## config.mk

```make
export PLATFORM = sky130hd
export DESIGN_NAME = busy_timer_arbiter
export DESIGN_NICKNAME = d
export VERILOG_FILES = /design/src/rtl/busy_timer_arbiter_pkg.sv /design/src/rtl/busy_timer_arbiter_timer.sv /design/src/rtl/busy_timer_arbiter.sv
export SDC_FILE = /design/constraint.sdc
export NUM_CORES = 1
export LEC_CHECK = 0
export BUFFER_PORTS_ARGS = -buffer_cell sky130_fd_sc_hd__buf_2
export CORE_MARGIN = 3
export CORE_UTILIZATION = 45
export CTS_CLUSTER_DIAMETER = 40
export CTS_CLUSTER_SIZE = 8
export DETAILED_ROUTE_END_ITERATION = 12
export GPL_TIMING_DRIVEN = 1
export HOLD_SLACK_MARGIN = 0.08
export MAX_ROUTING_LAYER = met4
export PLACE_DENSITY = 0.71
export SLEW_MARGIN = 10
export SYNTH_ARGS = -nofsm -noshare
export SYNTH_HDL_FRONTEND = slang
export SYNTH_SLANG_ARGS = --single-unit
export TNS_END_PERCENT = 20
```

## constraint.sdc

```tcl
create_clock -name i_clk -period 9.8 [get_ports i_clk]
set_input_delay 0.98 -clock i_clk [delete_from_list [all_inputs] [get_ports i_clk]]
set_output_delay 0.98 -clock i_clk [all_outputs]
set_load 0.005 [all_outputs]
```

## src/rtl/busy_timer_arbiter_pkg.sv

```systemverilog
// Shared definitions for the busy-timer arbiter: FSM encoding, default
// counter width and a constant-width helper.
package busy_timer_arbiter_pkg;

    typedef enum logic {
        IDLE = 1'b0,
        RUN  = 1'b1
    } state_t;

    localparam int CW_DEFAULT = 16;

    // Bits needed to hold an index 0..n-1, never less than one bit.
    function automatic int clog2(input int n);
        int w;
        w = 1;
        while ((1 << w) < n) begin
            w++;
        end
        return w;
    endfunction

endpackage

```

## src/rtl/busy_timer_arbiter_timer.sv

```systemverilog
// Loadable countdown: holds the remaining cycles of the current grant.
// The counter saturates at zero so it can never wrap.
module busy_timer
    import busy_timer_arbiter_pkg::*;
#(
    parameter int CW = CW_DEFAULT
) (
    input  logic          i_clk,
    input  logic          i_reset,
    input  logic          i_load,
    input  logic [CW-1:0] i_value,
    output logic          o_zero,
    output logic          o_busy
);

    logic [CW-1:0] count;

    // Load takes priority; otherwise count down and stop at zero.
    always_ff @(posedge i_clk) begin
        if (i_reset) begin
            count <= '0;
        end else if (i_load) begin
            count <= i_value;
        end else if (count != '0) begin
            count <= count - CW'(1);
        end
    end

    assign o_zero = (count == '0);
    assign o_busy = (count != '0);

endmodule

```

## src/rtl/busy_timer_arbiter.sv

```systemverilog
// Round-robin arbiter sharing one busy-countdown timer among NREQ
// requesters. A winner owns the resource for max(len,1) cycles; the next
// arbitration happens in the last cycle so grants can run back-to-back.
module busy_timer_arbiter
    import busy_timer_arbiter_pkg::*;
#(
    parameter int NREQ = 4,
    parameter int CW   = CW_DEFAULT
) (
    input  logic                   i_clk,
    input  logic                   i_reset,
    input  logic [NREQ-1:0]        i_req,
    input  logic [NREQ*CW-1:0]     i_len,
    output logic [NREQ-1:0]        o_ack,
    output logic [NREQ-1:0]        o_grant,
    output logic [clog2(NREQ)-1:0] o_owner,
    output logic                   o_busy,
    output logic                   o_done
);

    localparam int OW = clog2(NREQ);

    state_t          state;
    state_t          state_nxt;
    logic [OW-1:0]   ptr;
    logic [OW:0]     pick;
    logic            arb_point;
    logic            win;
    logic [OW-1:0]   win_idx;
    logic [OW-1:0]   ptr_nxt;
    logic [CW-1:0]   win_len;
    logic [CW-1:0]   load_value;
    logic            timer_zero;
    logic            timer_busy;

    // First asserted request scanning upward from ptr, wrapping modulo NREQ.
    // Returns {found, index}; the reverse loop lets the nearest one win.
    function automatic logic [OW:0] rr_pick(input logic [NREQ-1:0] req,
                                            input logic [OW-1:0]   start);
        logic [OW:0] res;
        int          k;
        res = '0;
        for (int i = NREQ - 1; i >= 0; i--) begin
            k = (int'(start) + i) % NREQ;
            if (req[k]) begin
                res = {1'b1, OW'(k)};
            end
        end
        return res;
    endfunction

    busy_timer #(
        .CW(CW)
    ) u_timer (
        .i_clk   (i_clk),
        .i_reset (i_reset),
        .i_load  (win),
        .i_value (load_value),
        .o_zero  (timer_zero),
        .o_busy  (timer_busy)
    );

    // State register.
    always_ff @(posedge i_clk) begin
        if (i_reset) begin
            state <= IDLE;
        end else begin
            state <= state_nxt;
        end
    end

    // Arbitration, timer load value and next state.
    always_comb begin
        state_nxt  = IDLE;
        pick       = rr_pick(i_req, ptr);
        arb_point  = (state == IDLE) || timer_zero;
        win        = arb_point && pick[OW];
        win_idx    = pick[OW-1:0];
        ptr_nxt    = (win_idx == OW'(NREQ - 1)) ? '0 : win_idx + OW'(1);
        win_len    = i_len[int'(win_idx)*CW +: CW];
        load_value = (win_len == '0) ? '0 : win_len - CW'(1);
        if (win) begin
            state_nxt = RUN;
        end else if (state == RUN && timer_busy) begin
            state_nxt = RUN;
        end
    end

    // Grant, ack, owner and round-robin pointer registers.
    always_ff @(posedge i_clk) begin
        if (i_reset) begin
            o_ack   <= '0;
            o_grant <= '0;
            o_owner <= '0;
            ptr     <= '0;
        end else begin
            o_ack <= '0;
            if (win) begin
                o_ack   <= NREQ'(1) << win_idx;
                o_grant <= NREQ'(1) << win_idx;
                o_owner <= win_idx;
                ptr     <= ptr_nxt;
            end else if (arb_point) begin
                o_grant <= '0;
            end
        end
    end

    assign o_busy = (state == RUN);
    assign o_done = (state == RUN) && timer_zero;

endmodule

```

==> impl_metrics.py <==
metrics = {
    "cts": {
        "ctsHoldBuffers": 0,
        "cts.clk_slew.worst_paths_ns": 0.06,
        "htreeDepth": 2,
        "post_cts.repair.setup_buffers": 0,
        "cts_tree": "done",
        "numCtsBuffers": 5,
        "clock_latency_ns": 0.28,
        "cts.sinks": 29,
        "cts_buffer_depth": 2,
        "cts_resized": 0,
        "cts.root.buffer_cell": "clkbuf_8",
    },
    "timing": {
        "clock.fmax_mhz": 227,
        "worst_pin_slew_ns": 1.13,
        "finalCritPeriodShare_pct": 45.0,
        "layout_min_cycle_time_ns": 4.41,
        "hold_viol_final": 0,
        "drv_slew": 0,
        "setup_tns_ns": 0,
        "finalSetupViolCount": 0,
        "grt_setup_unrepaired": "false",
        "slew_headroom_pct": 24.7,
        "skew_ns": 0.00998,
    },
    "worst_setup_path": {
        "critPathMaxFanout": 37,
        "cp_data_arrival_time_ns": 4.61,
        "required_ns": 10.00,
        "worst_path_max_delay_cell": "dfxtp_1",
        "crit_top_cell": "inv_1",
        "crit_chain": "nand2_1 > a211o_1 > nand2_2 > clkinv_1 > a32oi_1 > inv_1 > ha_1 > inv_1 > nor4_2 > or4_1 > o31a_1 > o21ai_1",
        "max_stage_delay_ns": 1.07,
        "startpoint_type": "flip-flop",
        "critPathKind": "reg -> reg",
        "end_kind": "flip-flop",
    },
    "cells_and_area": {
        "nets": 501,
        "layout-drive-gt1-share_pct": 29.2,
        "syn_to_final_growth_pct": 17.9,
        "num-fill-cells": 552,
        "final_cell_mix": "81 x buf_2, 36 x nand2_1, 36 x nand3_1",
        "layout_commonest_cell": "buf_2",
        "final_area_mm2": 0.00327,
        "antenna_cells": 0,
    },
    "placement": {
        "io_buffers": 81,
        "gp_congestion": 0.881,
        "dp_hpwl_um": 6040,
        "place_area_mm2": 0.00317,
    },
    "outcome": {
        "status": "finished, final reports clean",
    },
    "logic_synthesis": {
        "synthFlopType": "dfxtp_1",
        "synth_top_cell_by_area": "dfxtp_1",
        "synth-seq-cells": 29,
        "syn_inst": 360,
        "yosys_warnings": 0,
        "synth.avg_cell_area_um2": 7.71,
        "synth.distinct_cells": 58,
        "synth_async_sr_flop_share_pct": 0,
        "yosysSeqAreaShare_pct": 20.9,
        "synth_top_area_share_pct": 20.9,
        "syn-num-nets": 436,
        "synth_area_mm2": 0.00278,
        "synth_edf_count": 0,
        "synth_area_leaders": "dfxtp_1 21%, nand3_1 6.5%, a21bo_2 5.0%, nand2_1 4.9%, a221oi_1 4.7%",
    },
    "global_routing": {
        "met1_usage_pct": 30.3,
        "grt_max_degree": 50,
        "grt-busiest-layer": "met2",
        "grt_usage_pct": 22.6,
        "use_met3_pct": 2.75,
        "use_met2_pct": 35.7,
        "grt_pass1_wl_um": 12900,
        "overflow": 0,
        "antenna_found_initial": 0,
        "first_global_vias": 2662,
    },
    "power_and_ir_drop": {
        "power.density_mw_per_mm2": 174,
        "seqPwrFrac_pct": 29.3,
        "p_clk_share_pct": 20.4,
        "combPwrFrac_pct": 50.2,
        "p_int_uw": 337,
        "p_leak_uw": 0.00140,
        "switching_power_uw": 234,
        "switching_share_pct": 41.0,
        "peakVddDrop_uv": 90.7,
    },
    "die": {
        "initial_utilization_pct": 48.3,
        "die_h_um": 84.5,
        "core_area_mm2": 0.00574,
        "die_w_um": 84.5,
        "die_area_mm2": 0.00715,
        "io_pins": 82,
        "rows": 27,
    },
    "hold_path": {
        "hold_path_class": "reg -> reg",
    },
    "routing": {
        "wire_per_inst_um": 16.0,
        "ant_nets": 0,
        "vias": 3028,
        "drtIter0Drc": 253,
        "drcViolationCount": 0,
        "wl_um": 7960,
        "routed_via_density": 6.09,
        "drt-pass1-iter-count": 4,
    },
    "run": {
        "max-cap-violations": 0,
    },
}
==> power by group through the flow <==
stage / Clock, uW / Sequential [uW] / Combinational, uW
after floorplan: 0 / 159 / 224
after global placement: 0 / 168 / 280
after detailed placement: 0 / 169 / 282
after CTS: 119 / 167 / 285
after global routing: 125 / 172 / 318
final: 117 / 167 / 287
==> layout make-up <==
class / instances / area [um2] / share of cell area [%]
clock buffer: 5 / 68.8 / 2.10
clock inverter: 2 / 35.0 / 1.07
inverter: 8 / 30.0 / 0.918
multi-input combinational: 294 / 2020 / 61.6
sequential: 29 / 581 / 17.7
tap: 72 / 90.1 / 2.75
timing repair buffer: 87 / 450 / 13.8
==> cells in the mapped netlist (5+ instances only) <==
library cell	count
a32oi_1	14
o22ai_1	6
buf_2	12
a221oi_1	15
nor4_1	19
nand2_1	36
nor2_1	21
nor3b_1	16
xor2_1	10
inv_1	7
clkbuf_1	12
or4_1	5
o21ai_0	8
nor2b_1	5
and3_1	7
nor3_1	6
dfxtp_1	29
a21bo_2	14
xnor2_1	11
ha_1	6
nand3_1	36
a21oi_1	9
a21o_1	5
==> per-layer routing <==
layer  share of wire, %  vias to the layer above  wire, um
li1                   -                     1507         -
met4                1.5                        0       121
met2                 48                      122      3790
met1                 45                     1391      3600
met5                  0                        -         0
met3                5.7                        8       452
==> state kept, by name (all words and copies together), names as in the netlist <==
register       flops
o_busy             1
o_grant            4
ptr                2
u_timer.count     16
o_owner            2
o_ack              4
==> worst max-delay path, delay by kind of cell (launching register included) <==
family          cells  cell delay [ns]
compound gates      4             1.40
fa+ha+maj           1             0.22
buf+inv             3             0.71
flops               1             1.07
simple gates        4             0.93
==> worst paths after layout <==
path | from | to | slack [ns] | cells past startpoint
max | ptr[1]$_SDFFE_PP0P_ | u_timer.count[15]$_SDFFE_PP0P_ | 5.39 | 12
min | o_grant[0]$_SDFFE_PP0P_ | o_grant[0]$_SDFFE_PP0P_ | 0.45 | 1
max reg2reg | ptr[1]$_SDFFE_PP0P_ | u_timer.count[15]$_SDFFE_PP0P_ | 5.39 | 12
min reg2reg | o_grant[0]$_SDFFE_PP0P_ | o_grant[0]$_SDFFE_PP0P_ | 0.45 | 1
==> cells by family after synthesis <==
logic type	after synthesis	share of synthesized area, %
xor gates and xnor gates	21	6.63
adders and majority gates	6	2.71
DFF	29	20.9
AOI/OAI and AO/OA	94	27.9
and+or+nand+nor	173	35.3
buffers and inverters	37	6.49
==> metrics by stage <==
| stage | instances | setup WS [ns] | utilization (%) | hold WS (ns) | total power, uW |
|---|---|---|---|---|---|
| 6_report | 497 | 5.39 | 57.0 | 0.451 | 571 |
| 5_1_grt | 497 | 5.01 | 57.0 | 0.478 | 615 |
| 4_1_cts | 497 | 5.45 | 57.0 | 0.454 | 570 |
| 3_5_place_dp | 490 | 5.17 | 55.2 | 0.438 | 451 |
| 3_3_place_gp | 490 | 5.27 | 55.2 | 0.430 | 448 |
| 2_1_floorplan | 360 | 5.88 | - | 0.451 | 384 |
No activity file was read; power rests on OpenSTA's default activity.
